===== config.mk =====
export PLATFORM = sky130hd
export DESIGN_NAME = fetch_stage
export DESIGN_NICKNAME = d
export VERILOG_FILES = /design/src/rtl/fetch_stage.sv
export SDC_FILE = /design/constraint.sdc
export NUM_CORES = 1
export LEC_CHECK = 0
export BUFFER_PORTS_ARGS = -buffer_cell sky130_fd_sc_hd__buf_2
export CAP_MARGIN = 20
export CORE_ASPECT_RATIO = 1.75
export CORE_MARGIN = 10
export CORE_UTILIZATION = 45
export DETAILED_ROUTE_END_ITERATION = 7
export PLACE_DENSITY = 0.74
export SYNTH_ARGS = -nofsm -noshare
export SYNTH_HDL_FRONTEND = slang
export SYNTH_SLANG_ARGS = --single-unit

===== constraint.sdc =====
create_clock -name clk -period 11 [get_ports clk]
set_input_delay 0.55 -clock clk [delete_from_list [all_inputs] [get_ports clk]]
set_output_delay 0.55 -clock clk [all_outputs]
set_load 0.02 [all_outputs]

===== src/rtl/fetch_stage.sv =====
// Instruction fetch: drives imem, registers one instruction per cycle into IF/ID (1-cycle latency after imem_ready).
// Backpressure: a response that IF/ID cannot take parks in a one-entry skid; a redirect over a waited access drains it first.
module fetch_stage #(
  parameter logic [31:0] RESET_PC  = 32'h0000_0000,
  parameter logic [31:0] NOP_INSTR = 32'h0000_0013
) (
  input  logic        clk,
  input  logic        rst,
  input  logic        pipeline_en,
  input  logic        redirect_valid,
  input  logic [31:0] redirect_pc,
  output logic        imem_req,
  output logic [31:0] imem_addr,
  input  logic        imem_ready,
  input  logic [31:0] imem_rdata,
  output logic [31:0] if_pc,
  output logic [31:0] if_instruction,
  output logic        if_valid
);

  typedef enum logic [1:0] {BOOT, FETCH, HOLD, DRAIN} state_t;

  state_t      state;
  logic [31:0] fetch_pc;
  logic [31:0] drain_pc;
  logic [31:0] skid_pc;
  logic [31:0] skid_instr;
  logic [31:0] redirect_tgt;
  logic        accept;

  assign redirect_tgt = redirect_pc & 32'hFFFF_FFFC;
  assign accept       = !if_valid || pipeline_en;

  // Decoded straight from the state register, so the memory sees no input-to-output path.
  assign imem_req  = (state == FETCH) || (state == DRAIN);
  assign imem_addr = (state == DRAIN) ? drain_pc : fetch_pc;

  always_ff @(posedge clk or posedge rst) begin
    if (rst) begin
      state          <= BOOT;
      fetch_pc       <= RESET_PC & 32'hFFFF_FFFC;
      drain_pc       <= 32'h0;
      skid_pc        <= 32'h0;
      skid_instr     <= NOP_INSTR;
      if_pc          <= 32'h0;
      if_instruction <= NOP_INSTR;
      if_valid       <= 1'b0;
    end else begin
      case (state)
        BOOT: begin
          state <= FETCH;
          if (redirect_valid) begin
            fetch_pc       <= redirect_tgt;
            if_valid       <= 1'b0;
            if_instruction <= NOP_INSTR;
          end
        end

        FETCH: begin
          if (redirect_valid) begin
            if_valid       <= 1'b0;
            if_instruction <= NOP_INSTR;
            fetch_pc       <= redirect_tgt;
            // The outstanding access must complete at its original address before refetching.
            if (!imem_ready) begin
              drain_pc <= fetch_pc;
              state    <= DRAIN;
            end
          end else if (imem_ready) begin
            fetch_pc <= fetch_pc + 32'd4;
            if (accept) begin
              if_pc          <= fetch_pc;
              if_instruction <= imem_rdata;
              if_valid       <= 1'b1;
            end else begin
              skid_pc    <= fetch_pc;
              skid_instr <= imem_rdata;
              state      <= HOLD;
            end
          end else if (pipeline_en) begin
            if_valid       <= 1'b0;
            if_instruction <= NOP_INSTR;
          end
        end

        HOLD: begin
          if (redirect_valid) begin
            if_valid       <= 1'b0;
            if_instruction <= NOP_INSTR;
            fetch_pc       <= redirect_tgt;
            state          <= FETCH;
          end else if (pipeline_en) begin
            if_pc          <= skid_pc;
            if_instruction <= skid_instr;
            if_valid       <= 1'b1;
            state          <= FETCH;
          end
        end

        DRAIN: begin
          if (redirect_valid) begin
            fetch_pc <= redirect_tgt;
          end
          if (imem_ready) begin
            state <= FETCH;
          end
        end

        default: state <= BOOT;
      endcase
    end
  end

endmodule


==> results of run 1 <==
-- through the flow --
stage	utilization (%)	std cells
after floorplan	-	776
after global placement	50.0	1126
after detailed placement	50.1	1127
after CTS	53.0	1159
after global routing	53.0	1159
final	53.0	1159
-- state kept, by name, summed over array words and instances, names as in the netlist --
register / cells
drain_pc: 30
fetch_pc: 30
if_instruction: 32
if_pc: 30
if_valid: 1
skid_instr: 32
skid_pc: 30
state: 2
-- power groups by stage --
stage                     Sequential [uW]  Clock (uW)  Combinational, uW
final                                1070         628               1140
after global routing                 1110         673               1240
after CTS                            1070         648               1170
after detailed placement             1080           0               1170
after global placement               1070           0               1140
after floorplan                      1160           0                760
-- cells in the mapped netlist (all sizes together) --
master,number
mux2,191
dfrtp,181
nand2,49
clkbuf,42
o21ai,42
nor2b,33
a22oi,31
buf,24
nand4,20
nor2,19
nand3,15
inv,13
a31oi,9
nor4,8
o31ai,8
xor2,7
and3,6
dfstp,6
ha,6
o311ai,6
nor3,5
or4,5
a221o,4
a311oi,4
nand2b,4
or2,4
and2,3
and4,3
mux2i,3
nand4b,3
xnor2,3
a21oi,2
o22ai,2
o41ai,2
a211o,1
a21boi,1
a21o,1
and3b,1
conb,1
nand3b,1
nor3b,1
o211ai,1
o21bai,1
or3b,1
-- placed cells by master (no fill, tap or decap), types with 5 or more instances in the layout --
cell type,n
sky130_fd_sc_hd__buf_2,160
sky130_fd_sc_hd__nor2b_1,32
sky130_fd_sc_hd__nand2_1,49
sky130_fd_sc_hd__o21ai_0,42
sky130_fd_sc_hd__mux2_4,29
sky130_fd_sc_hd__a31oi_1,9
sky130_fd_sc_hd__o311ai_0,6
sky130_fd_sc_hd__clkbuf_16,17
sky130_fd_sc_hd__nor4_1,8
sky130_fd_sc_hd__o31ai_1,8
sky130_fd_sc_hd__dfrtp_1,181
sky130_fd_sc_hd__inv_1,12
sky130_fd_sc_hd__nand3_1,15
sky130_fd_sc_hd__nor3_1,5
sky130_fd_sc_hd__buf_4,8
sky130_fd_sc_hd__xor2_1,7
sky130_fd_sc_hd__nand4_1,20
sky130_fd_sc_hd__and3_1,6
sky130_fd_sc_hd__mux2_2,158
sky130_fd_sc_hd__ha_1,5
sky130_fd_sc_hd__dfstp_2,6
sky130_fd_sc_hd__or4_1,5
sky130_fd_sc_hd__a22oi_1,31
sky130_fd_sc_hd__nor2_1,19
-- worst min-delay path by stage --
stage | end | depth (start not counted) | slack [ns]
finish | if_pc[26] | 2 | 0.26
global route | fetch_pc[8] | 3 | 0.33
CTS | skid_instr[18] | 2 | 0.31
detailed placement | drain_pc[15] | 2 | 0.47
global placement | drain_pc[15] | 2 | 0.46
floorplan | drain_pc[13] | 2 | 0.45
-- kinds of logic after synthesis --
logic type | Yosys count
AO/OA/AOI/OAI | 115
adder cells (fa/ha/maj) | 6
AND/OR/NAND/NOR | 181
buffers and inverters | 79
flip-flops | 187
multiplexers | 194
XOR/XNOR | 10
other | 1
-- routing by layer --
| metal | vias to the layer above | global-route usage (%) | share of wire (%) |
|---|---|---|---|
| met2 | 162 | 31.0 | 53 |
| met3 | 37 | 3.91 | 5.2 |
| li1 | 3038 | - | - |
| met1 | 3261 | 18.9 | 39 |
| met4 | 0 | 8.38 | 2.8 |
| met5 | - | 0 | 0 |
-- final cells by class --
cell class,count,area (sq um)
flip-flops and latches,187,4690
clock inverters,11,144
well taps,248,310
fillers,1764,9540
inverters,13,56.3
multi-input cells,510,4220
repair buffers,169,881
clock buffers,21,450
-- critical path, cell delays in order (launching register included) --
cell                       delay [ns]
sky130_fd_sc_hd__dfrtp_1         0.41
sky130_fd_sc_hd__inv_1           0.11
sky130_fd_sc_hd__ha_2            0.90
sky130_fd_sc_hd__nand2b_1        0.16
sky130_fd_sc_hd__o22ai_1         0.18
sky130_fd_sc_hd__a211o_2         0.84
sky130_fd_sc_hd__mux2_2          0.43
==> impl_metrics.prom, run 1 <==
# TYPE chip_impl_metric gauge
chip_impl_metric{name="fin_tns_setup",unit="ns"} 0
chip_impl_metric{name="portion_of_total_power_attributed_to_sequential_cells",unit="%"} 37.7
chip_impl_metric{name="die_height",unit="um"} 209
chip_impl_metric{name="hpwlAfterDp",unit="mm"} 16.0
chip_impl_metric{name="via_count",unit=""} 6498
chip_impl_metric{name="fin_total_pwr",unit="uW"} 2840
chip_impl_info{name="critical_register_to_register_path_endpoint",value="if_instruction[13]"} 1
chip_impl_metric{name="initial_antenna_violation_count",unit=""} 0
chip_impl_info{name="cp-startpoint",value="state[0]"} 1
chip_impl_metric{name="yosys_warnings",unit=""} 0
chip_impl_metric{name="avgRoutedWirePerCell",unit="um"} 19.9
chip_impl_metric{name="first_pass_grt_wire_length",unit="mm"} 37.5
chip_impl_metric{name="netSwitchingFraction",unit="%"} 36.0
chip_impl_info{name="largest_area_contributor_in_the_netlist",value="sky130_fd_sc_hd__dfrtp_1"} 1
chip_impl_metric{name="drt-pass1-iter-count",unit=""} 4
chip_impl_metric{name="synth_xor_area_share",unit="%"} 0.949
chip_impl_info{name="crit_end_element",value="register"} 1
chip_impl_metric{name="fin_clk_skew",unit="ns"} 0.0146
chip_impl_metric{name="post_synth_and_or_nand_nor_area_fraction",unit="%"} 10.5
chip_impl_metric{name="cts_resized",unit=""} 0
chip_impl_metric{name="timing.critical_path.required",unit="ns"} 11.32
chip_impl_metric{name="cts_setup_buffers",unit=""} 0
chip_impl_metric{name="clk_pin_slew",unit="ns"} 0.07
chip_impl_metric{name="detail_route.vias_per_cell",unit=""} 5.61
chip_impl_metric{name="hold_ws",unit="ns"} 0.263
chip_impl_metric{name="numPortBuffers",unit=""} 160
chip_impl_metric{name="synth.avg_cell_area",unit="sq um"} 11.9
chip_impl_metric{name="ant_nets",unit=""} 0
chip_impl_metric{name="power_density",unit="nW/um^2"} 265
chip_impl_info{name="grt_setup_unrepaired",value="false"} 1
chip_impl_metric{name="min_period",unit="ns"} 3.16
chip_impl_metric{name="number_of_setup_violations_in_the_final_report",unit=""} 0
chip_impl_metric{name="post_synth_mux_area_share",unit="%"} 24.8
chip_impl_metric{name="dpl-instance-area",unit="sq um"} 10200
chip_impl_metric{name="synthesis.instances",unit=""} 773
chip_impl_metric{name="seq_area_frac_synth",unit="%"} 50.8
chip_impl_metric{name="ios",unit=""} 167
chip_impl_metric{name="synthAdderAreaFrac",unit="%"} 0.814
chip_impl_metric{name="clk_path_buf_depth",unit=""} 2
chip_impl_metric{name="worst-slew-pin-transition",unit="ns"} 1.06
chip_impl_info{name="run_status",value="completed"} 1
chip_impl_metric{name="cts_hold_bufs",unit=""} 0
chip_impl_metric{name="placement_rows",unit=""} 69
chip_impl_metric{name="grt_max_degree",unit=""} 119
chip_impl_metric{name="cts.sink_count",unit=""} 187
chip_impl_metric{name="final_hold_viol_count",unit=""} 0
chip_impl_info{name="ys_top_cells_by_area",value="sky130_fd_sc_hd__dfrtp_1, sky130_fd_sc_hd__mux2_2, sky130_fd_sc_hd__mux2_4"} 1
chip_impl_info{name="cts-root-buf",value="sky130_fd_sc_hd__clkbuf_16"} 1
chip_impl_metric{name="tritoncts.num_buffers",unit=""} 17
chip_impl_metric{name="power.internal",unit="uW"} 1820
chip_impl_metric{name="cts_htree_levels",unit=""} 4
chip_impl_info{name="path_class",value="register to register"} 1
chip_impl_metric{name="gpl.final_weighted_congestion",unit=""} 0.830
chip_impl_metric{name="cap_violations",unit=""} 0
chip_impl_metric{name="rr_worst_depth",unit=""} 6
chip_impl_metric{name="clk_latency",unit="ns"} 0.44
chip_impl_metric{name="antennaDiodeCount",unit=""} 0
chip_impl_metric{name="ys_seq_elements",unit=""} 187
chip_impl_metric{name="core_area",unit="sq um"} 20300
chip_impl_metric{name="finalWirelength",unit="mm"} 23.1
chip_impl_metric{name="initialDrtViolationCount",unit=""} 375
chip_impl_metric{name="drc",unit=""} 0
chip_impl_metric{name="timing_max_transition_violations_final",unit=""} 0
chip_impl_metric{name="slew-limit-headroom",unit="%"} 29.6
chip_impl_metric{name="timing.critical_path.fanout_max",unit=""} 45
chip_impl_metric{name="power_share_of_the_combinational_group",unit="%"} 40.2
chip_impl_metric{name="p_switching",unit="uW"} 1020
chip_impl_metric{name="grt_util_all_layers",unit="%"} 17.5
chip_impl_metric{name="netlist_area_pre_place",unit="sq um"} 9230
chip_impl_metric{name="fin_crit_share",unit="%"} 28.7
chip_impl_metric{name="ir_worst_vdd",unit="mV"} 0.157
chip_impl_metric{name="portion_of_synthesized_cell_area_occupied_by_the_leading_cell_type",unit="%"} 49.1
chip_impl_info{name="crit_path_start_kind",value="register"} 1
chip_impl_metric{name="regToRegSetupSlack",unit="ns"} 7.84
chip_impl_metric{name="first_global_vias",unit=""} 7003
chip_impl_metric{name="clkPwrFrac",unit="%"} 22.1
chip_impl_metric{name="dieArea",unit="sq um"} 26900
chip_impl_metric{name="timing.fmax",unit="MHz"} 317
chip_impl_info{name="rr_startpoint",value="state[0]"} 1
chip_impl_info{name="combinational_family_with_the_most_area_after_synthesis",value="multiplexers"} 1
chip_impl_metric{name="fin_area",unit="sq um"} 10800
chip_impl_metric{name="worst_slack",unit="ns"} 7.84
chip_impl_info{name="cts_tree",value="done"} 1
chip_impl_metric{name="detailedPlace.worstSlack",unit="ns"} 7.72
chip_impl_metric{name="drive_gt1_share",unit="%"} 44.1
chip_impl_metric{name="synth_compound_gate_area_share",unit="%"} 8.30
chip_impl_metric{name="flow.area_growth_from_synthesis",unit="%"} 16.5
chip_impl_info{name="min_path_type",value="primary input to asynchronous set/reset pin"} 1
chip_impl_metric{name="critical_path_arrival",unit="ns"} 3.48
chip_impl_metric{name="cellLeakagePower",unit="uW"} 0.00494
chip_impl_metric{name="initial_utilization",unit="%"} 45.5
chip_impl_metric{name="synth.lib_cells_used.distinct",unit=""} 49
chip_impl_metric{name="die_width",unit="um"} 128
chip_impl_info{name="critical_path.endpoint",value="if_instruction[13]"} 1
chip_impl_metric{name="design.final.nets",unit=""} 973
chip_impl_metric{name="globalRouteOverflowTotal",unit=""} 0
No activity file was read; power rests on OpenSTA's default activity.
==> run 2: changes to the inputs <==
--- a/config.mk
+++ b/config.mk
@@ -5,6 +5,7 @@
 export SDC_FILE = /design/constraint.sdc
 export NUM_CORES = 1
 export LEC_CHECK = 0
+export ABC_AREA = 1
 export BUFFER_PORTS_ARGS = -buffer_cell sky130_fd_sc_hd__buf_2
 export CAP_MARGIN = 20
 export CORE_ASPECT_RATIO = 1.75
==> constraint.sdc (replaced) <==
create_clock -name clk -period 3 [get_ports clk]
set_input_delay 0.15 -clock clk [delete_from_list [all_inputs] [get_ports clk]]
set_output_delay 0.15 -clock clk [all_outputs]
set_load 0.02 [all_outputs]
==> impl_metrics.prom, run 2 <==
# TYPE chip_impl_metric gauge
chip_impl_metric{name="drive_gt1_share",unit="%"} 17.1
chip_impl_metric{name="initial_antenna_violation_count",unit=""} 0
chip_impl_metric{name="cellLeakagePower",unit="uW"} 0.00535
chip_impl_metric{name="numPortBuffers",unit=""} 160
chip_impl_metric{name="post_layout_nonfiller_instances",unit=""} 1599
chip_impl_info{name="slowest_cell_on_the_critical_path",value="sky130_fd_sc_hd__nand2_1"} 1
chip_impl_info{name="main_synth_ff_type",value="sky130_fd_sc_hd__dfrtp_1"} 1
chip_impl_info{name="ys_top_cells_by_area",value="sky130_fd_sc_hd__dfrtp_1, sky130_fd_sc_hd__nand2_1, sky130_fd_sc_hd__o21ai_0"} 1
chip_impl_metric{name="multi_input_comb_area",unit="sq um"} 3910
chip_impl_metric{name="power_share_of_the_combinational_group",unit="%"} 42.9
chip_impl_metric{name="flow.area_growth_from_synthesis",unit="%"} 20.3
chip_impl_metric{name="ant_nets",unit=""} 0
chip_impl_metric{name="portion_of_synthesized_cell_area_occupied_by_the_leading_cell_type",unit="%"} 49.8
chip_impl_metric{name="core_area",unit="sq um"} 19800
chip_impl_metric{name="fin_crit_share",unit="%"} 84.5
chip_impl_metric{name="number_of_setup_violations_in_the_final_report",unit=""} 0
chip_impl_metric{name="seq_area_frac_synth",unit="%"} 51.5
chip_impl_metric{name="cts_htree_levels",unit=""} 4
chip_impl_metric{name="gpl.final_weighted_congestion",unit=""} 0.904
chip_impl_metric{name="ys_seq_elements",unit=""} 187
chip_impl_info{name="run_status",value="completed"} 1
chip_impl_metric{name="synth.avg_cell_area",unit="sq um"} 7.68
chip_impl_metric{name="finalWirelength",unit="mm"} 26.2
chip_impl_metric{name="portion_of_total_power_attributed_to_sequential_cells",unit="%"} 37.2
chip_impl_metric{name="final_design_utilization",unit="%"} 55.2
chip_impl_metric{name="cap_violations",unit=""} 0
chip_impl_metric{name="detail_route.vias_per_cell",unit=""} 5.23
chip_impl_metric{name="dpl-instance-area",unit="sq um"} 10100
chip_impl_metric{name="clk_pin_slew",unit="ns"} 0.07
chip_impl_metric{name="power.internal",unit="uW"} 6220
chip_impl_metric{name="post_synth_edffs",unit=""} 0
chip_impl_metric{name="clk_path_buf_depth",unit=""} 2
chip_impl_metric{name="netlist_area_pre_place",unit="sq um"} 9100
chip_impl_metric{name="hpwlAfterDp",unit="mm"} 18.4
chip_impl_info{name="post-synth-top-count-cell",value="sky130_fd_sc_hd__nand2_1"} 1
chip_impl_info{name="layout_commonest_cell",value="sky130_fd_sc_hd__nand2_1"} 1
chip_impl_info{name="grt_setup_unrepaired",value="false"} 1
chip_impl_metric{name="grt_max_degree",unit=""} 188
chip_impl_info{name="min_path_type",value="primary input to register"} 1
chip_impl_info{name="crit_end_element",value="register"} 1
chip_impl_metric{name="fin_total_pwr",unit="uW"} 11100
chip_impl_info{name="worstHoldStart",value="imem_rdata[24]"} 1
chip_impl_metric{name="fill_cells",unit=""} 1851
chip_impl_metric{name="via_count",unit=""} 8360
chip_impl_metric{name="clkPwrFrac",unit="%"} 19.9
chip_impl_metric{name="final-seq-area",unit="sq um"} 4690
chip_impl_metric{name="first_global_vias",unit=""} 8243
chip_impl_metric{name="async_flop_share",unit="%"} 100
chip_impl_metric{name="die_width",unit="um"} 128
chip_impl_metric{name="timing.critical_path.required",unit="ns"} 3.37
chip_impl_info{name="rr_startpoint",value="state[1]"} 1
chip_impl_metric{name="cp_slowest_stage_delay",unit="ns"} 0.54
chip_impl_metric{name="initial_utilization",unit="%"} 45.9
chip_impl_metric{name="fin_area",unit="sq um"} 10900
chip_impl_info{name="cp-startpoint",value="state[1]"} 1
chip_impl_metric{name="worst-slew-pin-transition",unit="ns"} 1.01
chip_impl_info{name="crit_path_start_kind",value="register"} 1
chip_impl_info{name="crit_path_cell_trace",value="inv_1, ha_1, inv_2, o21ai_1, nand2_1, nand3_1, nor2_1, nand2_1, o21ai_0, nor2_1"} 1
chip_impl_info{name="post_synth_most_frequent_cells",value="sky130_fd_sc_hd__nand2_1, sky130_fd_sc_hd__dfrtp_1, sky130_fd_sc_hd__o21ai_0"} 1
chip_impl_metric{name="timing.fmax",unit="MHz"} 394
chip_impl_metric{name="tritoncts.num_buffers",unit=""} 17
chip_impl_metric{name="synthesis.instances",unit=""} 1185
chip_impl_metric{name="yosys_warnings",unit=""} 0
chip_impl_metric{name="cts.sink_count",unit=""} 187
chip_impl_metric{name="drt-pass1-iter-count",unit=""} 5
chip_impl_metric{name="first_pass_grt_wire_length",unit="mm"} 42.5
chip_impl_metric{name="clk_latency",unit="ns"} 0.44
chip_impl_metric{name="slew-limit-headroom",unit="%"} 32.4
chip_impl_metric{name="fin_tns_setup",unit="ns"} 0
chip_impl_metric{name="synth.lib_cells_used.distinct",unit=""} 35
chip_impl_metric{name="grt_util_all_layers",unit="%"} 19.7
chip_impl_metric{name="final_hold_viol_count",unit=""} 0
chip_impl_metric{name="dieArea",unit="sq um"} 26500
chip_impl_info{name="cts-root-buf",value="sky130_fd_sc_hd__clkbuf_16"} 1
chip_impl_metric{name="drc",unit=""} 0
chip_impl_metric{name="power_density",unit="nW/um^2"} 1010
chip_impl_info{name="cts_tree",value="done"} 1
chip_impl_metric{name="min_period",unit="ns"} 2.54
chip_impl_info{name="biggestRegsByFlops",value="if_instruction x32, skid_instr x32"} 1
chip_impl_metric{name="placement_rows",unit=""} 68
chip_impl_metric{name="die_height",unit="um"} 208
chip_impl_metric{name="antennaDiodeCount",unit=""} 0
chip_impl_info{name="final_cell_mix",value="sky130_fd_sc_hd__nand2_1, sky130_fd_sc_hd__dfrtp_1, sky130_fd_sc_hd__buf_2"} 1
chip_impl_metric{name="p_switching",unit="uW"} 4900
chip_impl_metric{name="avgRoutedWirePerCell",unit="um"} 16.4
chip_impl_metric{name="critical_path_arrival",unit="ns"} 2.90
chip_impl_metric{name="initialDrtViolationCount",unit=""} 875
chip_impl_metric{name="fin_clk_skew",unit="ns"} 0.00629
chip_impl_metric{name="timing.critical_path.fanout_max",unit=""} 21
chip_impl_metric{name="ios",unit=""} 167
chip_impl_metric{name="netSwitchingFraction",unit="%"} 44.1
chip_impl_info{name="path_class",value="register to register"} 1
chip_impl_metric{name="timing_max_transition_violations_final",unit=""} 0
chip_impl_metric{name="design.final.nets",unit=""} 1418
chip_impl_info{name="largest_area_contributor_in_the_netlist",value="sky130_fd_sc_hd__dfrtp_1"} 1
chip_impl_metric{name="globalRouteOverflowTotal",unit=""} 0
chip_impl_metric{name="ir_worst_vdd",unit="mV"} 0.617
chip_impl_metric{name="dp.cells",unit=""} 1537
-- run 2: cell types whose count changed after synthesis, sizes merged, moves of 7 or more --
cell,before,now
o31ai,8,0
nor2b,33,0
a22oi,31,0
xor2,7,0
inv,13,51
nor4,8,0
mux2,191,3
nand2,49,404
a21oi,2,44
a31oi,9,33
nor2,19,146
nand4,20,4
o21ai,42,178
nand3,15,34
-- run 2: worst max-delay path: cells and delay by family (launching register included) --
kind | cells | cell delay (ns)
simple gates | 5 | 1.00
fa+ha+maj | 1 | 0.35
compound gates | 2 | 0.44
buf+inv | 2 | 0.24
flops | 1 | 0.42
-- run 2: path summary, 6_finish.rpt --
path	end	slack (ns)	cells past startpoint
worst max-delay path	fetch_pc[14]	0.46	10
worst min-delay path	skid_instr[24]	0.01	3
worst max register to register	fetch_pc[14]	0.46	10
worst min register to register	if_instruction[1]	0.47	2
max in group asynchronous	fetch_pc[12]	2.24	3
min in group asynchronous	if_instruction[6]	0.02	3
-- run 2: metrics by stage --
step | hold WS (ns) | worst slack [ns]
after floorplan | 0.295 | 0.448
after global placement | 0.409 | 0.678
after detailed placement | 0.415 | 0.565
after CTS | 0.000405 | 0.544
after global routing | 0.0135 | 0.334
final | 0.0113 | 0.464
-- run 2: routing by layer --
| metal | GRT usage (%) | wire length (um) | up-vias |
|---|---|---|---|
| li1 | - | - | 4150 |
| met1 | 21.7 | 10100 | 3867 |
| met2 | 35.4 | 13700 | 280 |
| met3 | 4.33 | 1520 | 63 |
| met4 | 7.86 | 876 | 0 |
| met5 | 0 | 0 | - |
-- run 2: kinds of logic (layout without fill, tap and decap cells) --
group	Yosys count	in the layout	share of synthesized area, %
other cells	1	4	0.0412
buf+inv	124	290	5.90
simple gates	600	600	26.1
fa+ha+maj	6	6	0.825
flops	187	187	51.5
compound gates	264	264	15.3
mux	3	3	0.371
-- run 2: cell type report --
| type | count | area share, % |
|---|---|---|
| Sequential cell | 187 | 42.8 |
| Multi-Input combinational cell | 877 | 35.7 |
| Timing Repair Buffer | 209 | 11.7 |
| Clock buffer | 19 | 4.05 |
| Tap cell | 245 | 2.80 |
| Inverter | 51 | 1.78 |
| Clock inverter | 11 | 1.11 |
-- run 2: timing repair --
action                                 4_1_cts  5_1_grt
hold buffers                                32        0
setup buffers                                0        0
gates resized for setup                      0        0
endpoints found under the hold margin       32        0
-- run 2: power by group through the flow --
stage | Combinational [uW] | Clock [uW] | Sequential (uW)
global placement | 4700 | 0 | 4130
floorplan | 2970 | 0 | 4390
global route | 5340 | 2350 | 4260
CTS | 4820 | 2250 | 4120
detailed placement | 4770 | 0 | 4170
finish | 4770 | 2210 | 4130
==> run 3: changes to the inputs <==
--- a/config.mk
+++ b/config.mk
@@ -5,14 +5,14 @@
 export SDC_FILE = /design/constraint.sdc
 export NUM_CORES = 1
 export LEC_CHECK = 0
-export ABC_AREA = 1
+export ABC_AREA = 0
 export BUFFER_PORTS_ARGS = -buffer_cell sky130_fd_sc_hd__buf_2
 export CAP_MARGIN = 20
 export CORE_ASPECT_RATIO = 1.75
 export CORE_MARGIN = 10
 export CORE_UTILIZATION = 45
 export DETAILED_ROUTE_END_ITERATION = 7
-export PLACE_DENSITY = 0.74
+export PLACE_DENSITY = 0.76
 export SYNTH_ARGS = -nofsm -noshare
 export SYNTH_HDL_FRONTEND = slang
 export SYNTH_SLANG_ARGS = --single-unit
==> constraint.sdc (replaced) <==
create_clock -name clk -period 2.2 [get_ports clk]
set_input_delay 0.11 -clock clk [delete_from_list [all_inputs] [get_ports clk]]
set_output_delay 0.11 -clock clk [all_outputs]
set_load 0.02 [all_outputs]
==> impl_metrics.prom, run 3 (synthesis gave the netlist of run 1 again) <==
# TYPE chip_impl_metric gauge
chip_impl_metric{name="initial_utilization",unit="%"} 45.5
chip_impl_metric{name="timing.fmax",unit="MHz"} 487
chip_impl_metric{name="globalRouteOverflowTotal",unit=""} 0
chip_impl_metric{name="final_hold_viol_count",unit=""} 0
chip_impl_metric{name="avgRoutedWirePerCell",unit="um"} 19.9
chip_impl_metric{name="cellLeakagePower",unit="uW"} 0.00540
chip_impl_metric{name="min_period",unit="ns"} 2.05
chip_impl_metric{name="cts_htree_levels",unit=""} 4
chip_impl_metric{name="tritoncts.num_buffers",unit=""} 17
chip_impl_info{name="layout_commonest_cell",value="sky130_fd_sc_hd__dfrtp_1"} 1
chip_impl_metric{name="gpl.final_weighted_congestion",unit=""} 0.896
chip_impl_metric{name="number_of_setup_violations_in_the_final_report",unit=""} 0
chip_impl_metric{name="dieArea",unit="sq um"} 26900
chip_impl_metric{name="fin_crit_share",unit="%"} 93.3
chip_impl_metric{name="detail_route.vias_per_cell",unit=""} 5.57
chip_impl_metric{name="clk_latency",unit="ns"} 0.44
chip_impl_metric{name="initial_antenna_violation_count",unit=""} 0
chip_impl_info{name="crit_path_start_kind",value="register"} 1
chip_impl_metric{name="drive_gt1_share",unit="%"} 43.5
chip_impl_metric{name="grt_util_all_layers",unit="%"} 18.6
chip_impl_metric{name="via_count",unit=""} 6987
chip_impl_info{name="path_class",value="register to primary output"} 1
chip_impl_metric{name="core_area",unit="sq um"} 20300
chip_impl_metric{name="dpl-instance-area",unit="sq um"} 10500
chip_impl_metric{name="ios",unit=""} 167
chip_impl_info{name="final_cell_mix",value="sky130_fd_sc_hd__dfrtp_1, sky130_fd_sc_hd__buf_2, sky130_fd_sc_hd__mux2_2"} 1
chip_impl_metric{name="fin_total_pwr",unit="uW"} 14800
chip_impl_metric{name="critical_path_arrival",unit="ns"} 1.94
chip_impl_metric{name="first_global_vias",unit=""} 7408
chip_impl_metric{name="timing.critical_path.fanout_max",unit=""} 38
chip_impl_metric{name="flow.area_growth_from_synthesis",unit="%"} 27.4
chip_impl_metric{name="die_width",unit="um"} 128
chip_impl_metric{name="cap_violations",unit=""} 0
chip_impl_metric{name="grt_max_degree",unit=""} 71
chip_impl_metric{name="first_pass_grt_wire_length",unit="mm"} 39.9
chip_impl_metric{name="design.final.nets",unit=""} 1069
chip_impl_metric{name="hpwlAfterDp",unit="mm"} 17.1
chip_impl_metric{name="antennaDiodeCount",unit=""} 0
chip_impl_metric{name="fin_clk_skew",unit="ns"} 0.0180
chip_impl_metric{name="timing_max_transition_violations_final",unit=""} 0
chip_impl_metric{name="placement_rows",unit=""} 69
chip_impl_metric{name="fin_area",unit="sq um"} 11800
chip_impl_metric{name="die_height",unit="um"} 209
chip_impl_info{name="grt_setup_unrepaired",value="false"} 1
chip_impl_metric{name="clk_path_buf_depth",unit=""} 2
chip_impl_metric{name="ir_worst_vdd",unit="mV"} 0.941
chip_impl_metric{name="ant_nets",unit=""} 0
chip_impl_metric{name="clk_pin_slew",unit="ns"} 0.07
chip_impl_info{name="crit_end_element",value="primary output"} 1
chip_impl_metric{name="timing.critical_path.required",unit="ns"} 2.09
chip_impl_info{name="biggestRegsByFlops",value="if_instruction x32, skid_instr x32"} 1
chip_impl_metric{name="power_density",unit="nW/um^2"} 1260
chip_impl_metric{name="numPortBuffers",unit=""} 160
chip_impl_metric{name="cts.sink_count",unit=""} 187
chip_impl_metric{name="finalWirelength",unit="mm"} 25.0
chip_impl_info{name="run_status",value="completed"} 1
chip_impl_info{name="cts_tree",value="done"} 1
chip_impl_metric{name="hold_ws",unit="ns"} 0.170
chip_impl_info{name="cts-root-buf",value="sky130_fd_sc_hd__clkbuf_16"} 1
chip_impl_metric{name="drc",unit=""} 0
chip_impl_metric{name="drt-pass1-iter-count",unit=""} 5
chip_impl_metric{name="final_design_utilization",unit="%"} 57.9
chip_impl_info{name="min_path_type",value="primary input to register"} 1
chip_impl_metric{name="initialDrtViolationCount",unit=""} 463
run 3: report_power, final:
group / switching [uW] / internal, uW
registers: 666 / 4680
clock network: 1360 / 1830
logic: 3340 / 2930
run 3: final cells by class:
cell class	count	area, sq um
Multi-Input combinational cell	510	4230
Timing Repair Buffer	265	1860
Fill cell	1628	8540
Clock buffer	20	447
Tap cell	248	310
Inverter	13	52.6
Clock inverter	12	161
Sequential cell	187	4690
run 3: worst paths after layout:
check	slack, ns	start	endpoint	cells past startpoint
setup / recovery	0.15	state[0]	imem_addr[3]	4
hold / removal	0.17	redirect_valid	fetch_pc[13]	4
setup reg to reg	0.15	state[0]	if_instruction[7]	7
hold reg to reg	0.49	drain_pc[13]	drain_pc[13]	2
max in group asynchronous	1.28	rst	skid_instr[4]	4
min in group asynchronous	0.21	rst	fetch_pc[27]	3
run 3: metal layers:
layer,wire length (um),track usage [%],vias up
met1,9320,20.0,3512
met2,13700,33.7,197
met3,1140,3.61,38
li1,-,-,3240
met5,0,0,-
met4,848,8.53,0
run 3: per-stage QoR:
step | setup slack (ns) | TNS (ns) | std cells
2_1_floorplan | -0.312 | -56.40 | 776
3_3_place_gp | 0.103 | 0 | 1158
5_1_grt | 0.0285 | 0 | 1255
4_1_cts | 0.0285 | 0 | 1253
6_report | 0.147 | 0 | 1255
3_5_place_dp | 0.0440 | 0 | 1158
run 3: worst max-delay path, stage by stage, from the launching register on:
cell and delay, ns:
sky130_fd_sc_hd__dfrtp_1 0.42, sky130_fd_sc_hd__ha_1 0.29, sky130_fd_sc_hd__buf_12 0.27, sky130_fd_sc_hd__mux2_2 0.37
sky130_fd_sc_hd__buf_2 0.16
run 3: repair_timing:
action,in CTS,in global routing
hold buffers,63,0
resized for setup,0,8
endpoints found under the setup margin,0,97
setup buffers,0,1
endpoints found under the hold margin,87,0
